<file path="src/rtl/arbitro_bus16_2x1_if.sv">
// Bus bundle shared between the two requesters, the shared resource and the
// arbiter. "master" is the requester/resource side, "slave" is the arbiter.
interface arbitro_bus16_2x1_if #(
  parameter int ANCHO = 16
);
  logic             Solicitud0;
  logic             Solicitud1;
  logic [ANCHO-1:0] Dato0;
  logic [ANCHO-1:0] Dato1;
  logic             Listo;
  logic             Concesion0;
  logic             Concesion1;
  logic             Selector;
  logic [ANCHO-1:0] Salida;
  logic             Valido;
  logic             Hecho0;
  logic             Hecho1;
  logic             ErrorEspera;

  modport master (
    output Solicitud0, Solicitud1, Dato0, Dato1, Listo,
    input  Concesion0, Concesion1, Selector, Salida, Valido,
           Hecho0, Hecho1, ErrorEspera
  );

  modport slave (
    input  Solicitud0, Solicitud1, Dato0, Dato1, Listo,
    output Concesion0, Concesion1, Selector, Salida, Valido,
           Hecho0, Hecho1, ErrorEspera
  );
endinterface

</file>
<file path="src/rtl/arbitro_bus16_2x1.sv">
// Two-requester round-robin arbiter for a shared 16-bit bus. A grant is held
// until the resource signals Listo, the owner drops its request, or the
// watchdog expires; each release re-arbitrates in the same edge so there is
// no idle bubble on a handoff.
module arbitro_bus16_2x1 #(
  parameter int ANCHO      = 16,
  parameter int MAX_ESPERA = 15,
  parameter int ANCHO_CONT = 4
) (
  input  logic                Reloj,
  input  logic                Reset,
  arbitro_bus16_2x1_if.slave  bus
);

  localparam logic [ANCHO_CONT-1:0] LIM = ANCHO_CONT'(MAX_ESPERA - 1);

  typedef enum logic [1:0] {LIBRE, CONC0, CONC1} estado_t;

  estado_t               estado, sig_estado;
  logic                  ultimo, sig_ultimo;
  logic [ANCHO_CONT-1:0] cont;
  logic                  conc0_q, conc1_q, sel_q;
  logic                  hecho0_q, hecho1_q, err_q;
  logic                  dueno, sol_dueno, fin, aborto, vence, libera;

  // Round-robin pick: a tie goes to the requester that was not served last.
  function automatic estado_t decidir(input logic s0, input logic s1,
                                      input logic ult);
    if (s0 && s1) return ult ? CONC0 : CONC1;
    else if (s0)  return CONC0;
    else if (s1)  return CONC1;
    else          return LIBRE;
  endfunction

  // Release conditions in priority order (completion, abort, watchdog) and
  // the resulting next grant.
  always_comb begin
    dueno      = (estado == CONC1);
    sol_dueno  = dueno ? bus.Solicitud1 : bus.Solicitud0;
    fin        = (estado != LIBRE) && bus.Listo;
    aborto     = (estado != LIBRE) && !bus.Listo && !sol_dueno;
    vence      = (estado != LIBRE) && !bus.Listo && sol_dueno && (cont == LIM);
    libera     = fin || aborto || vence;
    sig_ultimo = libera ? dueno : ultimo;
    sig_estado = estado;
    if (estado == LIBRE || libera)
      sig_estado = decidir(bus.Solicitud0, bus.Solicitud1, sig_ultimo);
  end

  // FSM state, watchdog counter and all registered outputs.
  always_ff @(posedge Reloj) begin
    if (Reset) begin
      estado   <= LIBRE;
      ultimo   <= 1'b1;
      cont     <= '0;
      conc0_q  <= 1'b0;
      conc1_q  <= 1'b0;
      sel_q    <= 1'b0;
      hecho0_q <= 1'b0;
      hecho1_q <= 1'b0;
      err_q    <= 1'b0;
    end else begin
      estado   <= sig_estado;
      ultimo   <= sig_ultimo;
      conc0_q  <= (sig_estado == CONC0);
      conc1_q  <= (sig_estado == CONC1);
      // Selector keeps pointing at the last owner while idle.
      if (sig_estado != LIBRE) sel_q <= (sig_estado == CONC1);
      hecho0_q <= fin && !dueno;
      hecho1_q <= fin && dueno;
      err_q    <= vence;
      // Counter restarts on every grant, including a re-grant to the same owner.
      if (estado == LIBRE || libera) cont <= '0;
      else                           cont <= cont + 1'b1;
    end
  end

  assign bus.Concesion0  = conc0_q;
  assign bus.Concesion1  = conc1_q;
  assign bus.Selector    = sel_q;
  assign bus.Valido      = conc0_q | conc1_q;
  assign bus.Hecho0      = hecho0_q;
  assign bus.Hecho1      = hecho1_q;
  assign bus.ErrorEspera = err_q;
  assign bus.Salida      = ANCHO'(sel_q ? bus.Dato1 : bus.Dato0);

endmodule

</file>
<file path="src/flat_wrapper.sv">
// flat-port wrapper written by rule: the top's interface ports become plain ports
module arbitro_bus16_2x1_flat 
#(
  parameter int ANCHO      = 16,
  parameter int MAX_ESPERA = 15,
  parameter int ANCHO_CONT = 4
)
  (Reloj, Reset, bus_Solicitud0, bus_Solicitud1, bus_Dato0, bus_Dato1, bus_Listo, bus_Concesion0, bus_Concesion1, bus_Selector, bus_Salida, bus_Valido, bus_Hecho0, bus_Hecho1, bus_ErrorEspera);
  arbitro_bus16_2x1_if #(.ANCHO(ANCHO)) bus_i ();
  input  logic Reloj;
  input  logic Reset;
  input wire logic [$bits(bus_i.Solicitud0)-1:0] bus_Solicitud0;
  input wire logic [$bits(bus_i.Solicitud1)-1:0] bus_Solicitud1;
  input wire logic [$bits(bus_i.Dato0)-1:0] bus_Dato0;
  input wire logic [$bits(bus_i.Dato1)-1:0] bus_Dato1;
  input wire logic [$bits(bus_i.Listo)-1:0] bus_Listo;
  output wire logic [$bits(bus_i.Concesion0)-1:0] bus_Concesion0;
  output wire logic [$bits(bus_i.Concesion1)-1:0] bus_Concesion1;
  output wire logic [$bits(bus_i.Selector)-1:0] bus_Selector;
  output wire logic [$bits(bus_i.Salida)-1:0] bus_Salida;
  output wire logic [$bits(bus_i.Valido)-1:0] bus_Valido;
  output wire logic [$bits(bus_i.Hecho0)-1:0] bus_Hecho0;
  output wire logic [$bits(bus_i.Hecho1)-1:0] bus_Hecho1;
  output wire logic [$bits(bus_i.ErrorEspera)-1:0] bus_ErrorEspera;
  assign bus_i.Solicitud0 = bus_Solicitud0;
  assign bus_i.Solicitud1 = bus_Solicitud1;
  assign bus_i.Dato0 = bus_Dato0;
  assign bus_i.Dato1 = bus_Dato1;
  assign bus_i.Listo = bus_Listo;
  assign bus_Concesion0 = bus_i.Concesion0;
  assign bus_Concesion1 = bus_i.Concesion1;
  assign bus_Selector = bus_i.Selector;
  assign bus_Salida = bus_i.Salida;
  assign bus_Valido = bus_i.Valido;
  assign bus_Hecho0 = bus_i.Hecho0;
  assign bus_Hecho1 = bus_i.Hecho1;
  assign bus_ErrorEspera = bus_i.ErrorEspera;
  arbitro_bus16_2x1 #(.ANCHO(ANCHO), .MAX_ESPERA(MAX_ESPERA), .ANCHO_CONT(ANCHO_CONT)) u_core (.Reloj(Reloj), .Reset(Reset), .bus(bus_i));
endmodule
</file>
<file path="config.mk">
export PLATFORM = sky130hd
export DESIGN_NAME = arbitro_bus16_2x1_flat
export DESIGN_NICKNAME = d
export VERILOG_FILES = /design/src/rtl/arbitro_bus16_2x1_if.sv /design/src/rtl/arbitro_bus16_2x1.sv /design/src/flat_wrapper.sv
export SDC_FILE = /design/constraint.sdc
export NUM_CORES = 1
export LEC_CHECK = 0
export ABC_AREA = 1
export BUFFER_PORTS_ARGS = -buffer_cell sky130_fd_sc_hd__buf_4
export CAP_MARGIN = 40
export CORE_MARGIN = 10
export CORE_UTILIZATION = 30
export CTS_CLUSTER_SIZE = 40
export DETAILED_ROUTE_END_ITERATION = 16
export GPL_TIMING_DRIVEN = 1
export PLACE_DENSITY_LB_ADDON = 0.05
export SETUP_SLACK_MARGIN = 0.05
export SLEW_MARGIN = 20
export SYNTH_ARGS = -nofsm -noshare
export SYNTH_HDL_FRONTEND = slang
export SYNTH_SLANG_ARGS = --single-unit
</file>
<file path="constraint.sdc">
create_clock -name Reloj -period 3.2 [get_ports Reloj]
set_input_delay 0.32 -clock Reloj [delete_from_list [all_inputs] [get_ports Reloj]]
set_output_delay 0.32 -clock Reloj [all_outputs]
set_load 0.01 [all_outputs]
</file>
======== Yosys cells after proc, flatten, opt, wreduce, memory -nomap -nowiden ========
Cells that the tools add are included.
storage, ports and cells
  register bits ........................... 13
  output and inout port bits .............. 23
cells by class
  add/subtract/negate cells ............... 1
  eq/ne operators ......................... 4
  reduce and logical (&&, ||, !) cells .... 18
  muxes and demuxes ....................... 8
  bitwise logic cells ..................... 1
operators with widths
  kind                                                              number
  16-bit 2-to-1 mux                                                 1
  2-bit 2-to-1 mux                                                  5
  1-bit logical AND                                                 8
  4-bit by 1-bit adder with 4-bit output (second input constant)    1
  2-bit == test (second input constant)                             2
  4-bit == test (second input constant)                             1
  2-bit nonzero test                                                2
  1-bit zero test                                                   3
  1-bit logical OR                                                  3
  2-bit by 1-bit == test with 1-bit output (second input constant)  1
  2-bit zero test                                                   1
  1-bit 2-to-1 mux                                                  2
  2-bit OR reduction                                                1
  1-bit bitwise OR                                                  1

======== Logic depth before layout (Yosys ltp) ========
Gate-level depths: netlist of run 1.
  depth in word-level cells ............... 11
  mapped depth ............................ 12

======== Least setup slack after synthesis of run 1 ========
Ideal clock, no wire load.
  path kind ............................... register to output
  start ................................... register u_core.sel_q (netlist: u_core.bus.Selector)
  end ..................................... output bus_Salida[10]
  data arrival time ....................... 1159 ps
  required time ........................... 2880 ps
  path slack .............................. 1721 ps
  buffers on the path ..................... 2
  stages on the path, launching flop included .. 4
  cell sequence ........................... dfxtp_1 buf_2 buf_2 mux2_1
on the way
  cells in the longest elaborated chain, start to end .. 1
ends and longest elaborated chain
  what                      line                     RTL
  start: declaration        arbitro_bus16_2x1.sv:22  logic conc0_q, conc1_q, sel_q;
  start signal: assignment  arbitro_bus16_2x1.sv:68  if (sig_estado != LIBRE) sel_q <= (sig_estado == CONC1);
  16-bit 2-to-1 mux         arbitro_bus16_2x1.sv:85  assign bus.Salida = ANCHO'(sel_q ? bus.Dato1 : bus.Dato0);
  end: declaration          flat_wrapper.sv:20       output wire logic [$bits(bus_i.Salida)-1:0] bus_Salida;
No other way between the ends.

======== Worst setup path in the final report of run 1 ========
  start ................................... register u_core.sel_q (netlist: u_core.bus.Selector)
  end ..................................... output bus_Salida[3]
Same word-level chain as after synthesis.

==> impl_metrics.csv, run 1 <==
group,metric,value,unit
outcome,outcome,"finished clean",
pwr,power.total,0.0004257,W
finish,final.fill_count,247,
sta,worstMarginPinSlew,747.1,ps
sta,final-max-slew-violation-count,0,
clock_tree,clock_tree.root_cell,"sky130_fd_sc_hd__clkbuf_4",
yosys,synth_top_area_cell,"sky130_fd_sc_hd__dfxtp_1",
setup_path,endpoint_kind,"output port",
pwr,maximum_resistive_drop_on_vdd,0.0002878,V
setup_path,worstSetupEndpoint,"bus_Salida[3]",
yosys,synth.ff_latch_count,13,
floorplanning,die_x,70.28,um
setup_path,worst-r2r-cell-count,10,
yosys,synth.net_count,132,
yosys,yosys.area.top_type_share,34.32,%
flow_run,max_cap_violations,0,
setup_path,critical_r2r_capture,"u_core.bus.Selector$_SDFFE_PP0P_",
pwr,p_per_area,339.2,nW/um^2
setup_path,timing.critical_path.from,"u_core.bus.Selector$_SDFFE_PP0P_",
setup_path,required,2880,ps
finish,layout-area-overhead-vs-synth,65.51,%
global_routing,grt_usage,10.05,%
clock_tree,postCtsHoldBufs,0,
yosys,post_synth_num_cell_types,19,
routing,final_antenna_net_count,0,
routing,drt_pass1_iterations,3,
routing,drt_iter0_markers,20,
yosys,syn-instance-count,93,
finish,mostFrequentLayoutCells,"sky130_fd_sc_hd__buf_4 (59), sky130_fd_sc_hd__mux2_1 (16), sky130_fd_sc_hd__nor2_1 (14)",
clock_tree,cts_setup_buffers,0,
yosys,synth_ff_type,"sky130_fd_sc_hd__dfxtp_1",
setup_path,worst-r2r-setup-slack,1740,ps
clock_tree,post_cts_resized,0,
setup_path,cp_max_fo,18,
floorplanning,core_region_area,2455,sq um
global_routing,grt.overflow.total,0,
yosys,ys_seq_area_share,34.32,%
sta,finalSetupTns,0,ps
placed_design,placedInstanceArea,1229,sq um
sta,skew,8.207,ps
placed_design,finalWeightedCongestion,0.7548,
global_routing,grt_pass1_vias,785,
setup_path,class_of_the_most_critical_setup_path,"reg2out",
yosys,post_synth.cell_area_avg,8.153,sq um
sta,setup-violations-final,0,
floorplanning,rows,18,
routing,route.final.wire_length,2.500,mm
yosys,syn_area,758.2,sq um
pwr,static-leakage-power,0.6382,nW
worst_hold_path,worst_hold_path.num_cells,2,
finish,nNetsFinal,194,
floorplanning,floorplan.initialDensity,30.89,%
sta,final_hold_viol_count,0,
global_routing,grt_start_max_net_pins,19,
finish,utilization,51.12,%
placed_design,detailed_place_hpwl,2.186,mm
finish,antenna-diode-count,0,
finish,most_common_library_cell_in_the_layout_ignoring_fill_and_taps,"sky130_fd_sc_hd__buf_4",
placed_design,io_buffer_count,59,
routing,wl_per_cell,13.59,um
sta,finalCritPeriodShare,60.85,%
setup_path,worstReg2RegStart,"u_core.cont[0]$_SDFF_PP0_",
worst_hold_path,min_path_type,"in2reg",
clock_tree,cts_buffers,3,
floorplanning,die_height,70.28,um
placed_design,dp.cells,180,
setup_path,critical_path_arrival,1630,ps
floorplanning,overall_die_area,4939,sq um
sta,setup_repair_after_global_routing_missed_its_margin,"false",
yosys,ys_warn_count,0,
setup_path,startpoint_type,"register",
floorplanning,boundaryPins,60,
routing,post-route-drc-count,0,
routing,drt-vias-per-instance,4.272,
clock_tree,number_of_h_tree_levels,1,
finish,finalNonFillerCells,184,
clock_tree,cts-root-to-sink-buffers,2,
clock_tree,tritoncts_clock_tree,"done",
sta,max_freq,0.5136,GHz
finish,design_area,1255,sq um
global_routing,grt_antenna_before_repair,0,
sta,final.min_clock_period,1947,ps
yosys,synth_edf_count,0,
clock_tree,worst_setup_hold_path_clk_slew,80,ps
finish,drive_gt1_share,48.70,%
sta,worst_slew_margin_rel,50.13,%
global_routing,wire_length_of_the_first_global_routing_pass,3.974,mm
yosys,synthArstFlopShare,0,%
routing,num_vias,786,
yosys,synth_area_leaders,"sky130_fd_sc_hd__dfxtp_1 (34%), sky130_fd_sc_hd__mux2_1 (24%), sky130_fd_sc_hd__nor2_1 (6.9%)",
clock_tree,worstSkewPairLatency,280,ps
clock_tree,cts.sink_count,13,
[kinds of logic (layout without fill, tap and decap cells)]
kind of cell / Yosys count / after routing / synth area share (%)
AO/OA/AOI/OAI: 2 / 2 / 1.319
multiplexers: 16 / 16 / 23.76
AND/OR/NAND/NOR: 44 / 44 / 27.56
flip-flops: 13 / 13 / 34.32
buffers and inverters: 14 / 75 / 7.425
adder cells (fa/ha/maj): 2 / 2 / 3.300
XOR/XNOR: 2 / 2 / 2.311
[worst min path at each step]
stage                                    startpoint                          end  slack, ps
after floorplan                               Reset  u_core.estado[1]$_SDFF_PP0_        390
after global placement    u_core.cont[0]$_SDFF_PP0_    u_core.cont[0]$_SDFF_PP0_        450
after detailed placement  u_core.cont[0]$_SDFF_PP0_    u_core.cont[0]$_SDFF_PP0_        470
after CTS                                     Reset  u_core.estado[1]$_SDFF_PP0_        230
after global routing                          Reset  u_core.estado[1]$_SDFF_PP0_        240
final                                         Reset  u_core.estado[1]$_SDFF_PP0_        240
[registers in the layout, indices dropped and copies added (netlist names)]
register,count
u_core.bus.Concesion0,1
u_core.bus.Concesion1,1
u_core.bus.Hecho1,1
u_core.ultimo,1
u_core.estado,2
u_core.cont,4
u_core.bus.ErrorEspera,1
u_core.bus.Selector,1
u_core.bus.Hecho0,1
[metal layers]
metal | vias up | track usage, % | wire length, um
met4 | 0 | 1.974 | 21
met1 | 344 | 8.494 | 802
li1 | 421 | - | -
met3 | 5 | 3.955 | 141
met2 | 16 | 20.86 | 1534
met5 | - | 0 | 0
[critical path: stages (launching register included)]
cell,delay [ps]
sky130_fd_sc_hd__dfxtp_1,810
sky130_fd_sc_hd__mux2_1,400
sky130_fd_sc_hd__buf_4,150
[cells in the mapped netlist, types with 2 or more instances]
| library cell | n |
|---|---|
| sky130_fd_sc_hd__inv_1 | 8 |
| sky130_fd_sc_hd__nand2_2 | 6 |
| sky130_fd_sc_hd__mux2_1 | 16 |
| sky130_fd_sc_hd__inv_2 | 3 |
| sky130_fd_sc_hd__nand3_1 | 7 |
| sky130_fd_sc_hd__nor3_1 | 2 |
| sky130_fd_sc_hd__nand2_1 | 12 |
| sky130_fd_sc_hd__dfxtp_1 | 13 |
| sky130_fd_sc_hd__nor2_1 | 14 |
| sky130_fd_sc_hd__ha_1 | 2 |
| sky130_fd_sc_hd__buf_2 | 2 |
[final cells by class]
cell class / count / area (sq um) / area share [%]
clock buffers: 4 / 26.28 / 2.094
inverters: 12 / 46.29 / 3.689
multi-input cells: 66 / 441.7 / 35.19
flip-flops and latches: 13 / 260.3 / 20.74
well taps: 30 / 37.54 / 2.991
repair buffers: 59 / 442.9 / 35.29
[power breakdown]
group          leakage [nW]  internal, W  switching [W]
clock network        0.0150    0.0000483      0.0000520
logic                 0.517    0.0000839      0.0000609
registers             0.106     0.000170      0.0000109
[per-stage QoR]
step	setup slack [ps]	hold slack, ps
6_report	1253	237.3
5_1_grt	1133	238.7
4_1_cts	1214	232.3
3_5_place_dp	1518	469.6
3_3_place_gp	1585	450.9
2_1_floorplan	1721	391.3
(Power assumes the default switching activity.)
==> run 2, diff against run 1 <==
==> constraint.sdc (replaced) <==
create_clock -name Reloj -period 1.98 [get_ports Reloj]
set_input_delay 0.198 -clock Reloj [delete_from_list [all_inputs] [get_ports Reloj]]
set_output_delay 0.198 -clock Reloj [all_outputs]
set_load 0.01 [all_outputs]
==> impl_metrics.csv, run 2 (synthesis gave the netlist of run 1 again) <==
group,metric,value,unit
sta,setup_repair_after_global_routing_missed_its_margin,"false",
sta,finalSetupTns,0,ps
placed_design,detailed_place_hpwl,2.146,mm
global_routing,grt.overflow.total,0,
setup_path,class_of_the_most_critical_setup_path,"reg2out",
finish,layout-area-overhead-vs-synth,67.49,%
routing,drt-vias-per-instance,4.333,
placed_design,io_buffer_count,59,
floorplanning,overall_die_area,4939,sq um
sta,final-max-slew-violation-count,0,
clock_tree,cts.sink_count,13,
setup_path,cp.buffers_inverters,2,
global_routing,grt_pass1_vias,819,
clock_tree,clock_tree.root_cell,"sky130_fd_sc_hd__clkbuf_4",
setup_path,critical_path.max_stage_delay,340,ps
setup_path,cp_max_fo,9,
setup_path,crit_chain,"buf_4 > mux2_1 > buf_4",
clock_tree,number_of_h_tree_levels,1,
finish,largestRegisters,"u_core.cont x4, u_core.estado x2",
sta,final.min_clock_period,1477,ps
sta,setup-violations-final,0,
sta,max_freq,0.6771,GHz
finish,largest_register,"u_core.cont",
global_routing,wire_length_of_the_first_global_routing_pass,3.939,mm
finish,nNetsFinal,196,
setup_path,startpoint_type,"register",
routing,route.final.wire_length,2.396,mm
routing,num_vias,806,
setup_path,cp_top_family,"multiplexers",
setup_path,slowest_stage,"sky130_fd_sc_hd__mux2_1",
flow_run,max_cap_violations,0,
clock_tree,cts_setup_buffers,0,
sta,fin_hold_ws,122.5,ps
sta,worst_slew_margin_rel,86.64,%
clock_tree,post_cts_resized,0,
finish,utilization,51.73,%
outcome,outcome,"finished clean",
sta,skew,2.366,ps
clock_tree,cts-root-to-sink-buffers,2,
clock_tree,tritoncts_clock_tree,"done",
floorplanning,rows,18,
clock_tree,worstSkewPairLatency,270,ps
pwr,p_per_area,543.6,nW/um^2
finish,drive_gt1_share,49.36,%
setup_path,worst-r2r-setup-slack,560,ps
global_routing,grt_usage,9.800,%
routing,wl_per_cell,12.88,um
floorplanning,core_region_area,2455,sq um
routing,drt_iter0_markers,6,
placed_design,finalWeightedCongestion,0.8227,
setup_path,timing.critical_path.mode_cell,"sky130_fd_sc_hd__buf_4",
clock_tree,cts_buffers,3,
pwr,maximum_resistive_drop_on_vdd,0.0004840,V
routing,final_antenna_net_count,0,
floorplanning,floorplan.initialDensity,30.89,%
clock_tree,postCtsHoldBufs,0,
floorplanning,die_height,70.28,um
finish,most_common_library_cell_in_the_layout_ignoring_fill_and_taps,"sky130_fd_sc_hd__buf_4",
routing,post-route-drc-count,0,
finish,antenna-diode-count,0,
sta,worstMarginPinSlew,200.1,ps
finish,mostFrequentLayoutCells,"sky130_fd_sc_hd__buf_4 (61), sky130_fd_sc_hd__mux2_1 (16), sky130_fd_sc_hd__nor2_1 (14)",
global_routing,grt_antenna_before_repair,0,
worst_hold_path,min_path_type,"in2reg",
setup_path,endpoint_kind,"output port",
setup_path,required,1780,ps
floorplanning,boundaryPins,60,
clock_tree,worst_setup_hold_path_clk_slew,70,ps
routing,drt_pass1_iterations,4,
sta,final_hold_viol_count,0,
setup_path,critical_path_arrival,1280,ps
floorplanning,die_x,70.28,um
finish,largest_register_ffs,4,
sta,finalCritPeriodShare,74.59,%
pwr,static-leakage-power,0.6488,nW
global_routing,grt_start_max_net_pins,10,
run 2: cell types whose count changed in the layout (fill, tap and decap cells not counted), sizes merged:
cell	before	now
buf	59	61
run 2: power breakdown:
group	internal (W)	leakage, nW	switching (W)
sequential	0.000274	0.106	0.00000727
combinational	0.000140	0.528	0.000110
clock	0.0000782	0.0150	0.0000811
run 2: path summary, 6_finish.rpt:
check                                                       from                          endpoint  depth (start not counted)
worst max-delay path            u_core.bus.Selector$_SDFFE_PP0P_                     bus_Salida[8]                          3
worst min-delay path                                       Reset       u_core.estado[1]$_SDFF_PP0_                          2
worst max register to register         u_core.cont[0]$_SDFF_PP0_  u_core.bus.Selector$_SDFFE_PP0P_                         10
worst min register to register         u_core.cont[0]$_SDFF_PP0_         u_core.cont[0]$_SDFF_PP0_                          1
run 2: routing by layer:
layer | vias up | wire (um) | track usage, %
met3 | 2 | 153 | 4.096
met4 | 0 | 10 | 1.974
met1 | 358 | 710 | 7.717
met5 | - | 0 | 0
li1 | 423 | - | -
met2 | 23 | 1522 | 20.86
run 2: cell type report:
cell class              instances  area [sq um]
flip-flops and latches         13         260.3
fillers                       249          1185
multi-input cells              66         441.7
repair buffers                 61         457.9
well taps                      30         37.54
inverters                      12         46.29
clock buffers                   4         26.28
run 2: stage by stage:
step / instances / setup slack [ps] / instance area (sq um) / power, W
3_5_place_dp: 182 / 569.5 / 1244 / 0.0005413
2_1_floorplan: 93 / 622.6 / 758.2 / 0.0004038
6_report: 186 / 503.0 / 1270 / 0.0006904
3_3_place_gp: 182 / 596.0 / 1244 / 0.0005390
5_1_grt: 186 / 381.3 / 1270 / 0.0007393
4_1_cts: 186 / 475.2 / 1270 / 0.0007055
==> run 3, diff against run 2 <==
==> constraint.sdc (replaced) <==
create_clock -name Reloj -period 1.2 [get_ports Reloj]
set_input_delay 0.12 -clock Reloj [delete_from_list [all_inputs] [get_ports Reloj]]
set_output_delay 0.12 -clock Reloj [all_outputs]
set_load 0.01 [all_outputs]
==> impl_metrics.csv, run 3 (synthesis gave the netlist of run 1 again) <==
group,metric,value,unit
setup_path,startpoint_type,"register",
routing,drt_iter0_markers,20,
finish,nNetsFinal,206,
finish,antenna-diode-count,0,
placed_design,io_buffer_count,59,
sta,max_freq,0.7079,GHz
placed_design,detailed_place_hpwl,2.220,mm
flow_run,max_cap_violations,0,
clock_tree,worst_setup_hold_path_clk_slew,80,ps
sta,fin_hold_ws,34.10,ps
worst_hold_path,min_path_type,"in2reg",
routing,drt-vias-per-instance,4.724,
clock_tree,cts-root-to-sink-buffers,2,
setup_path,critical_path_arrival,1590,ps
finish,layout-area-overhead-vs-synth,115.3,%
floorplanning,die_height,70.28,um
outcome,outcome,"finished, violations left",
clock_tree,cts.sink_count,13,
routing,final_antenna_net_count,0,
pwr,maximum_resistive_drop_on_vdd,0.0005744,V
sta,final_hold_viol_count,0,
global_routing,grt_pass1_vias,985,
clock_tree,cts_buffers,3,
pwr,static-leakage-power,0.8153,nW
routing,route.final.wire_length,3.044,mm
floorplanning,floorplan.initialDensity,30.89,%
sta,finalCritPeriodShare,117.7,%
sta,finalWorstSetupSlack,-212.6,ps
sta,setup_repair_after_global_routing_missed_its_margin,"true",
sta,skew,6.704,ps
global_routing,grt_usage,11.34,%
placed_design,finalWeightedCongestion,0.7465,
routing,post-route-drc-count,0,
floorplanning,boundaryPins,60,
global_routing,grt.overflow.total,0,
sta,setup-violations-final,22,
setup_path,required,1380,ps
setup_path,cp_max_fo,6,
finish,most_common_library_cell_in_the_layout_ignoring_fill_and_taps,"sky130_fd_sc_hd__buf_4",
setup_path,endpoint_kind,"register",
clock_tree,tritoncts_clock_tree,"done",
finish,mostFrequentLayoutCells,"sky130_fd_sc_hd__buf_4 (51), sky130_fd_sc_hd__buf_6 (17), sky130_fd_sc_hd__mux2_4 (16)",
routing,wl_per_cell,15.53,um
floorplanning,overall_die_area,4939,sq um
routing,drt_pass1_iterations,4,
finish,largest_register_ffs,4,
global_routing,wire_length_of_the_first_global_routing_pass,4.498,mm
sta,finalSetupTns,-3782,ps
placed_design,placedInstanceArea,1329,sq um
sta,final.min_clock_period,1413,ps
setup_path,class_of_the_most_critical_setup_path,"reg2reg",
sta,worstMarginPinSlew,163.0,ps
global_routing,grt_antenna_before_repair,0,
outcome,failed_checks,"setup timing",
sta,worst_slew_margin_rel,89.05,%
clock_tree,clock_tree.root_cell,"sky130_fd_sc_hd__clkbuf_4",
finish,largest_register,"u_core.cont",
setup_path,worst-r2r-setup-slack,-210,ps
global_routing,grt_start_max_net_pins,10,
floorplanning,core_region_area,2455,sq um
clock_tree,worstSkewPairLatency,280,ps
pwr,p_per_area,844.5,nW/um^2
sta,final-max-slew-violation-count,0,
clock_tree,postCtsHoldBufs,0,
floorplanning,rows,18,
clock_tree,number_of_h_tree_levels,1,
routing,num_vias,926,
finish,drive_gt1_share,78.92,%
finish,design_area,1633,sq um
floorplanning,die_x,70.28,um
finish,largestRegisters,"u_core.cont x4, u_core.estado x2",
run 3: changes by cell type in the layout (fill, tap and decap cells not counted), moves of 6 or more:
cell,previous run,this run
sky130_fd_sc_hd__nor2_1,14,6
sky130_fd_sc_hd__mux2_4,0,16
sky130_fd_sc_hd__dfxtp_1,13,7
sky130_fd_sc_hd__nor2_2,0,8
sky130_fd_sc_hd__buf_6,0,17
sky130_fd_sc_hd__buf_4,61,51
sky130_fd_sc_hd__mux2_1,16,0
run 3: timing repair:
action / 4_1_cts / 5_1_grt
cloned: 1 / 1
resized for setup: 35 / 28
setup endpoints to repair: 26 / 27
buffers inserted: 1 / 1
pin swaps: 2 / 3
run 3: stage by stage:
stage / instances / setup slack (ps) / utilization [%] / total power [W]
5_1_grt: 196 / -281.3 / 66.51 / 0.001455
2_1_floorplan: 93 / -51.16 / - / 0.0006861
4_1_cts: 194 / -224.2 / 61.47 / 0.001308
6_report: 196 / -212.6 / 66.51 / 0.001379
3_3_place_gp: 188 / -96.06 / 54.13 / 0.0009112
3_5_place_dp: 188 / -172.7 / 54.13 / 0.0009215
run 3: critical path: stages (launching register included):
cell,delay (ps)
sky130_fd_sc_hd__dfxtp_2,350
sky130_fd_sc_hd__inv_4,60
sky130_fd_sc_hd__nand2_4,60
sky130_fd_sc_hd__nand2_1,60
sky130_fd_sc_hd__nand2_2,100
sky130_fd_sc_hd__nand4_4,130
sky130_fd_sc_hd__nor2_2,150
sky130_fd_sc_hd__inv_1,90
sky130_fd_sc_hd__nand2_1,140
sky130_fd_sc_hd__nand2_2,80
sky130_fd_sc_hd__nand2_2,70
sky130_fd_sc_hd__nor2_1,40
run 3: power by group:
part | internal [W] | total (W) | switching, W
Sequential | 0.000454 | 0.000477 | 0.0000224
Clock | 0.000124 | 0.000276 | 0.000152
Combinational | 0.000379 | 0.000627 | 0.000247
Total | 0.000957 | 0.00138 | 0.000422
run 3: final timing paths:
path                                                  start                                 to  cells after the start
worst max register to register  u_core.estado[0]$_SDFF_PP0_   u_core.bus.Concesion1$_SDFF_PP0_                     11
worst min register to register    u_core.cont[0]$_SDFF_PP0_          u_core.cont[0]$_SDFF_PP0_                      2
worst min-delay path                                  Reset  u_core.bus.ErrorEspera$_SDFF_PP0_                      2
worst max-delay path            u_core.estado[0]$_SDFF_PP0_   u_core.bus.Concesion1$_SDFF_PP0_                     11
run 3: final cells by class:
cell class / instances / area [sq um]
clock buffers: 3 / 22.52
clock inverters: 1 / 5.005
fillers: 211 / 822.0
inverters: 12 / 48.80
multi-input cells: 66 / 599.3
flip-flops and latches: 13 / 272.8
well taps: 30 / 37.54
repair buffers: 71 / 646.9
run 3: layer usage:
| metal | wire length, um | track usage, % | up-vias |
|---|---|---|---|
| met1 | 1100 | 10.85 | 424 |
| met5 | 0 | 0 | - |
| met3 | 278 | 6.780 | 9 |
| met2 | 1563 | 18.86 | 44 |
| met4 | 102 | 5.482 | 0 |
| li1 | - | - | 449 |
